===== config.mk =====
export PLATFORM = sky130hd
export DESIGN_NAME = clint_timer_flat
export DESIGN_NICKNAME = d
export VERILOG_FILES = /design/src/rtl/clint_pkg.sv /design/src/rtl/clint_timer_if.sv /design/src/rtl/clint_prescaler.sv /design/src/rtl/clint_timer.sv /design/src/flat_wrapper.sv
export SDC_FILE = /design/constraint.sdc
export NUM_CORES = 1
export LEC_CHECK = 0
export BUFFER_PORTS_ARGS = -buffer_cell sky130_fd_sc_hd__buf_4
export CAP_MARGIN = 0
export CORE_UTILIZATION = 50
export DETAILED_ROUTE_END_ITERATION = 8
export PLACE_DENSITY = 0.75
export REMOVE_ABC_BUFFERS = 1
export SETUP_SLACK_MARGIN = 0.2
export SLEW_MARGIN = 0
export SYNTH_ARGS = -nofsm -noshare
export SYNTH_HDL_FRONTEND = slang
export SYNTH_SLANG_ARGS = --single-unit
export TNS_END_PERCENT = 100

===== constraint.sdc =====
create_clock -name clk -period 4.1 [get_ports clk]
set_clock_uncertainty 0.05 [all_clocks]
set_input_delay 0.205 -clock clk [delete_from_list [all_inputs] [get_ports clk]]
set_output_delay 0.205 -clock clk [all_outputs]
set_load 0.02 [all_outputs]

===== src/rtl/clint_pkg.sv =====
// Shared constants, types and helpers for the core-local interruptor (clint_timer).
package clint_pkg;

    localparam logic [15:0] CLINT_MSIP_OFF        = 16'h0000;
    localparam logic [15:0] CLINT_MTIMECMP_OFF    = 16'h4000;
    localparam logic [15:0] CLINT_MTIMECMP_HI_OFF = 16'h4004;
    localparam logic [15:0] CLINT_MTIME_OFF       = 16'hBFF8;
    localparam logic [15:0] CLINT_MTIME_HI_OFF    = 16'hBFFC;

    localparam logic [63:0] CLINT_MTIMECMP_RST = 64'hFFFF_FFFF_FFFF_FFFF;

    typedef enum logic {
        BUS_IDLE = 1'b0,
        BUS_RESP = 1'b1
    } bus_state_t;

    typedef enum logic [2:0] {
        REG_NONE,
        REG_MSIP,
        REG_CMP_LO,
        REG_CMP_HI,
        REG_TIME_LO,
        REG_TIME_HI
    } reg_sel_t;

    function automatic logic [31:0] apply_wstrb(input logic [31:0] old_word,
                                                input logic [31:0] wdata,
                                                input logic [3:0]  wstrb);
        logic [31:0] merged;
        merged = old_word;
        for (int i = 0; i < 4; i++) begin
            if (wstrb[i]) merged[8*i +: 8] = wdata[8*i +: 8];
        end
        return merged;
    endfunction

    // Word offset within the 64 KiB window; unmapped words decode to REG_NONE.
    function automatic reg_sel_t decode_offset(input logic [13:0] word_off);
        reg_sel_t sel;
        sel = REG_NONE;
        if (word_off == CLINT_MSIP_OFF[15:2])        sel = REG_MSIP;
        if (word_off == CLINT_MTIMECMP_OFF[15:2])    sel = REG_CMP_LO;
        if (word_off == CLINT_MTIMECMP_HI_OFF[15:2]) sel = REG_CMP_HI;
        if (word_off == CLINT_MTIME_OFF[15:2])       sel = REG_TIME_LO;
        if (word_off == CLINT_MTIME_HI_OFF[15:2])    sel = REG_TIME_HI;
        return sel;
    endfunction

endpackage


===== src/rtl/clint_timer_if.sv =====
// Data-memory bus slave port of clint_timer: one request channel, one response channel.
interface clint_timer_if;
    // Handshake: a request transfers on a cycle with req_valid & req_ready, a response
    // on a cycle with rsp_valid & rsp_ready; a valid holder keeps its payload stable
    // until that transfer cycle.
    logic        req_valid;
    logic        req_ready;
    logic        req_write;
    logic [31:0] req_addr;
    logic [31:0] req_wdata;
    logic [3:0]  req_wstrb;
    logic        rsp_valid;
    logic        rsp_ready;
    logic [31:0] rsp_rdata;

    modport master (
        output req_valid, req_write, req_addr, req_wdata, req_wstrb, rsp_ready,
        input  req_ready, rsp_valid, rsp_rdata
    );

    modport slave (
        input  req_valid, req_write, req_addr, req_wdata, req_wstrb, rsp_ready,
        output req_ready, rsp_valid, rsp_rdata
    );
endinterface


===== src/rtl/clint_prescaler.sv =====
// mtime prescaler: single-cycle tick strobe once every TICK_DIV clk cycles (1..65535).
module clint_prescaler #(
    parameter int unsigned TICK_DIV = 1
) (
    input  logic clk,
    input  logic rst,
    output logic tick
);
    localparam logic [15:0] RELOAD = 16'(TICK_DIV - 1);

    logic [15:0] cnt_q;

    always_ff @(posedge clk) begin
        if (rst) begin
            cnt_q <= RELOAD;
        end else if (cnt_q == 16'd0) begin
            cnt_q <= RELOAD;
        end else begin
            cnt_q <= cnt_q - 16'd1;
        end
    end

    assign tick = (cnt_q == 16'd0);
endmodule


===== src/rtl/clint_timer.sv =====
// Core-local interruptor: mtime / mtimecmp / msip behind a single-outstanding bus slave.
// Optional feature macro: CLINT_MSIP_EN (msip register at offset 0x0000; otherwise msip tied 0).
module clint_timer
    import clint_pkg::*;
#(
    parameter int unsigned TICK_DIV  = 1,
    parameter logic [31:0] BASE_ADDR = 32'h0200_0000
) (
    input  logic          clk,
    input  logic          rst,
    clint_timer_if.slave  bus,
    output logic          mtip,
    output logic          msip,
    output bus_state_t    dbg_state
);
    bus_state_t  state_q, state_d;
    logic        accept;
    logic        wr_en;
    logic        in_window;
    reg_sel_t    sel;
    logic        tick;
    logic [63:0] mtime_q;
    logic [63:0] mtimecmp_q;
    logic        mtip_q;
    logic        msip_bit;
    logic [31:0] rd_word;
    logic [31:0] rsp_rdata_q;
    logic        unused_addr_bits;

    clint_prescaler #(.TICK_DIV(TICK_DIV)) u_prescaler (
        .clk  (clk),
        .rst  (rst),
        .tick (tick)
    );

    always_ff @(posedge clk) begin
        if (rst) state_q <= BUS_IDLE;
        else     state_q <= state_d;
    end

    always_comb begin
        state_d       = state_q;
        accept        = 1'b0;
        bus.req_ready = 1'b0;
        bus.rsp_valid = 1'b0;
        unique case (state_q)
            BUS_IDLE: begin
                bus.req_ready = 1'b1;
                if (bus.req_valid) begin
                    accept  = 1'b1;
                    state_d = BUS_RESP;
                end
            end
            BUS_RESP: begin
                bus.rsp_valid = 1'b1;
                if (bus.rsp_ready) state_d = BUS_IDLE;
            end
            default: state_d = BUS_IDLE;
        endcase
    end

    // Accesses outside the window still complete, as unmapped offsets.
    assign in_window        = (bus.req_addr[31:16] == BASE_ADDR[31:16]);
    assign sel              = in_window ? decode_offset(bus.req_addr[15:2]) : REG_NONE;
    assign wr_en            = accept & bus.req_write;
    assign unused_addr_bits = ^bus.req_addr[1:0];

    always_comb begin
        rd_word = 32'd0;
        case (sel)
            REG_MSIP:    rd_word = {31'd0, msip_bit};
            REG_CMP_LO:  rd_word = mtimecmp_q[31:0];
            REG_CMP_HI:  rd_word = mtimecmp_q[63:32];
            REG_TIME_LO: rd_word = mtime_q[31:0];
            REG_TIME_HI: rd_word = mtime_q[63:32];
            default:     rd_word = 32'd0;
        endcase
    end

    always_ff @(posedge clk) begin
        if (rst)         rsp_rdata_q <= 32'd0;
        else if (accept) rsp_rdata_q <= bus.req_write ? 32'd0 : rd_word;
    end

    assign bus.rsp_rdata = rsp_rdata_q;

    // A bus write to either half drops that cycle's increment for the whole counter.
    always_ff @(posedge clk) begin
        if (rst) begin
            mtime_q <= 64'd0;
        end else if (wr_en && sel == REG_TIME_LO) begin
            mtime_q[31:0] <= apply_wstrb(mtime_q[31:0], bus.req_wdata, bus.req_wstrb);
        end else if (wr_en && sel == REG_TIME_HI) begin
            mtime_q[63:32] <= apply_wstrb(mtime_q[63:32], bus.req_wdata, bus.req_wstrb);
        end else if (tick) begin
            mtime_q <= mtime_q + 64'd1;
        end
    end

    always_ff @(posedge clk) begin
        if (rst) begin
            mtimecmp_q <= CLINT_MTIMECMP_RST;
        end else if (wr_en && sel == REG_CMP_LO) begin
            mtimecmp_q[31:0] <= apply_wstrb(mtimecmp_q[31:0], bus.req_wdata, bus.req_wstrb);
        end else if (wr_en && sel == REG_CMP_HI) begin
            mtimecmp_q[63:32] <= apply_wstrb(mtimecmp_q[63:32], bus.req_wdata, bus.req_wstrb);
        end
    end

    always_ff @(posedge clk) begin
        if (rst) mtip_q <= 1'b0;
        else     mtip_q <= (mtime_q >= mtimecmp_q);
    end

`ifdef CLINT_MSIP_EN
    always_ff @(posedge clk) begin
        if (rst) begin
            msip_bit <= 1'b0;
        end else if (wr_en && sel == REG_MSIP && bus.req_wstrb[0]) begin
            msip_bit <= bus.req_wdata[0];
        end
    end
`else
    assign msip_bit = 1'b0;
`endif

    assign mtip      = mtip_q;
    assign msip      = msip_bit;
    assign dbg_state = state_q;
endmodule


===== src/flat_wrapper.sv =====
// flat-port wrapper written by rule: the top's interface ports become plain ports
module clint_timer_flat import clint_pkg::*;
#(
    parameter int unsigned TICK_DIV  = 1,
    parameter logic [31:0] BASE_ADDR = 32'h0200_0000
)
  (clk, rst, mtip, msip, dbg_state, bus_req_valid, bus_req_write, bus_req_addr, bus_req_wdata, bus_req_wstrb, bus_rsp_ready, bus_req_ready, bus_rsp_valid, bus_rsp_rdata);
  clint_timer_if bus_i ();
  input  logic clk;
  input  logic rst;
  output logic mtip;
  output logic msip;
  output bus_state_t dbg_state;
  input wire logic [$bits(bus_i.req_valid)-1:0] bus_req_valid;
  input wire logic [$bits(bus_i.req_write)-1:0] bus_req_write;
  input wire logic [$bits(bus_i.req_addr)-1:0] bus_req_addr;
  input wire logic [$bits(bus_i.req_wdata)-1:0] bus_req_wdata;
  input wire logic [$bits(bus_i.req_wstrb)-1:0] bus_req_wstrb;
  input wire logic [$bits(bus_i.rsp_ready)-1:0] bus_rsp_ready;
  output wire logic [$bits(bus_i.req_ready)-1:0] bus_req_ready;
  output wire logic [$bits(bus_i.rsp_valid)-1:0] bus_rsp_valid;
  output wire logic [$bits(bus_i.rsp_rdata)-1:0] bus_rsp_rdata;
  assign bus_i.req_valid = bus_req_valid;
  assign bus_i.req_write = bus_req_write;
  assign bus_i.req_addr = bus_req_addr;
  assign bus_i.req_wdata = bus_req_wdata;
  assign bus_i.req_wstrb = bus_req_wstrb;
  assign bus_i.rsp_ready = bus_rsp_ready;
  assign bus_req_ready = bus_i.req_ready;
  assign bus_rsp_valid = bus_i.rsp_valid;
  assign bus_rsp_rdata = bus_i.rsp_rdata;
  clint_timer #(.TICK_DIV(TICK_DIV), .BASE_ADDR(BASE_ADDR)) u_core (.clk(clk), .rst(rst), .bus(bus_i), .mtip(mtip), .msip(msip), .dbg_state(dbg_state));
endmodule

==> impl_metrics.toml <==
[timing]
period_share_pct = 71.56
setup_ws_ps = 1166
setup_viol = 0
slew_violations = 0
hold_viol = 0
max_clock_freq_mhz = 340.8
fin_crit_ps = 2934
relSlewSlack_pct = 20.71
rsz0062_at_grt = "no"
worst_slew_pin_slew_ps = 1189
tns_ps = 0

[synthesis]
avgSynthCellArea_sq_um = 7.285
synth_ff_type = "dfxtp_1"
synthCells = 1580
async_flop_share_pct = 0
ys_top_cells_by_count = "237 x nand2_1, 178 x dfxtp_1, 119 x a21oi_1, 103 x nor2_1"
synth_seq_cells = 178
synth.distinct_cells = 75
syn_area_sq_mm = 0.01151
yosysMostFrequentCell = "nand2_1"
synth_area_leaders = "dfxtp_1 31%, nand2_1 7.7%, ha_1 7.2%, a21oi_1 5.2%, nor3_1 4.1%"
synth_warnings = 0
yosys.area.top_type = "dfxtp_1"
yosysTopAreaCellShare_pct = 30.96
synth_enable_flop_cells = 0
seq_area_frac_synth_pct = 30.96

[power_and_ir_drop]
leakagePower_uw = 0.005896
powerDensity_mw_per_mm2 = 276.9
vdd_drop_max_mv = 0.2443
p_total_uw = 3623

[setup_path]
critical_path.max_fanout = 8
path_class = "reg2reg"
required_ps = 4430
endpoint_kind = "flop"
cp-start-kind = "flop"
worst_ep_arrival_time_ps = 3270

[routing]
vias = 12280
drc = 0
drtPass1Iterations = 7
vias_per_cell = 6.389
wirelength_microns = 37040
drtAntennaViolNets = 0
drt_iter0_drc = 1219
wl_per_cell_microns = 19.27

[grt]
grt_pass1_wl_microns = 59020
grtUsageTotal_pct = 31.20
grt_overflow = 0
grt_antenna_before_repair = 0
grt_max_degree = 102
grt_pass1_vias = 11140

[place]
post-place-ws_ps = 1102
gp_congestion = 0.9485
dp.cells = 1890
place_hpwl_microns = 26140
io_buffer_count = 106

[cts]
cts.sinks = 178
post_cts_buffers = 0
cts.path.max_buffers = 2
insertion_delay_ps = 440
htree_num_levels = 4
cts_resized = 0
cts_tree = "done"
clk_pin_slew_ps = 70
numCtsBuffers = 17
clockRootBuffer = "clkbuf_16"

[floorplan]
std_cell_rows = 55
fp.dieH_microns = 153.7
coreArea_sq_mm = 0.02264
chipWidth_microns = 153.7
die_area_sq_mm = 0.02363
start_util_pct = 50.84
ios = 110

[cells_and_area]
drive_gt1_share_pct = 11.48
nets = 1764
area_growth_pct = 13.71
post-route-util_pct = 57.81
final_cells = 1922
n_antenna_cell = 0

[job]
cap_violations = 0

[hold_path]
hold_path_class = "in2reg"

[outcome]
status = "complete, no violations"
-- cell usage in the layout (no fill, tap or decap), types with 4 or more instances in the layout --
master,netlist,final
xnor2_1,7,7
o41ai_1,7,7
o22ai_1,5,5
nor4b_1,5,5
nand4b_1,4,4
and3_1,48,48
xor2_1,6,6
a2111oi_0,6,6
o31ai_1,11,11
nand2_1,237,237
clkbuf_16,0,17
and4_1,20,20
and2_1,29,29
nand3_1,68,68
clkinvlp_4,0,5
nor3_1,94,94
o21ai_0,94,94
o21a_1,5,5
a21o_1,16,16
a211oi_1,12,12
a22oi_1,7,7
o2bb2ai_1,5,5
buf_4,2,133
nor2_1,103,102
o21ai_1,17,15
or4_1,12,12
inv_1,80,80
nor4_1,19,19
dfxtp_1,178,178
or3_1,8,8
a21oi_1,119,119
ha_1,66,66
o211ai_1,6,6
a31oi_1,33,33
a22o_1,9,9
nand4_1,36,36
o2111ai_1,33,33
a32o_1,7,7
-- power breakdown --
group	internal, uW	switching (uW)
Combinational	71.5	131
Clock	933	750
Sequential	1730	6.87
Total	2740	888
-- critical path, stage by stage, from the launching register on --
cell and delay, ps:
dfxtp_1 340, or4_4 550, or3_4 390, nor4_4 520, a22oi_1 390, nor2_1 430, a32o_1 210
-- logic make-up (layout without fill, tap and decap cells) --
| group | count (synthesis) | after routing | share of synthesized area [%] |
|---|---|---|---|
| DFF | 178 | 178 | 30.96 |
| buffers and inverters | 191 | 248 | 6.501 |
| adders and majority gates | 66 | 66 | 7.175 |
| and+or+nand+nor | 711 | 711 | 30.98 |
| xor gates and xnor gates | 13 | 13 | 0.9892 |
| other | 1 | 1 | 0.03258 |
| muxes | 6 | 6 | 0.6631 |
| AOI/OAI and AO/OA | 414 | 414 | 22.70 |
-- worst paths after layout --
path | from | cells past startpoint | slack (ps) | endpoint
max | u_core.u_prescaler.cnt_q[10]$_SDFF_PP0_ | 6 | 1170 | u_core.mtime_q[58]$_SDFFE_PP0P_
min | bus_req_wdata[24] | 3 | 10 | u_core.mtimecmp_q[24]$_SDFFE_PP1P_
max reg2reg | u_core.u_prescaler.cnt_q[10]$_SDFF_PP0_ | 6 | 1170 | u_core.mtime_q[58]$_SDFFE_PP0P_
min reg2reg | u_core.u_prescaler.cnt_q[0]$_SDFF_PP0_ | 1 | 430 | u_core.u_prescaler.cnt_q[0]$_SDFF_PP0_
-- layer usage --
metal	track usage (%)	wire, microns	up-vias
met4	12.29	1052	0
met3	5.834	2958	69
li1	-	-	5859
met5	0	0	-
met2	49.68	16710	566
met1	41.62	16320	5785
-- through the flow --
step | cell area (sq um) | hold slack [ps]
floorplan | 11070 | 224.1
global placement | 12490 | 342.4
detailed placement | 12490 | 345.0
CTS | 13090 | 3.051
global route | 13090 | 24.84
finish | 13090 | 9.817
-- registers in the layout, summed over array words and instances, names as in the netlist --
signal / count
u_core.bus.rsp_rdata: 32
u_core.dbg_state: 1
u_core.mtime_q: 64
u_core.mtimecmp_q: 64
u_core.mtip: 1
u_core.u_prescaler.cnt_q: 16
-- timing repair --
action | CTS | global route
setup endpoints to repair | 0 | 0
endpoints found under the hold margin | 1 | 0
hold buffers | 1 | 0
-- layout make-up --
cell class              count  area, sq um
well taps                 285        356.6
fillers                  2146         9553
clock inverters            11        128.9
clock buffers              20        456.7
multi-input cells        1211         7229
repair buffers            136         1049
inverters                  81        304.0
flip-flops and latches    178         3563
Power figures use the tool's default switching activity.
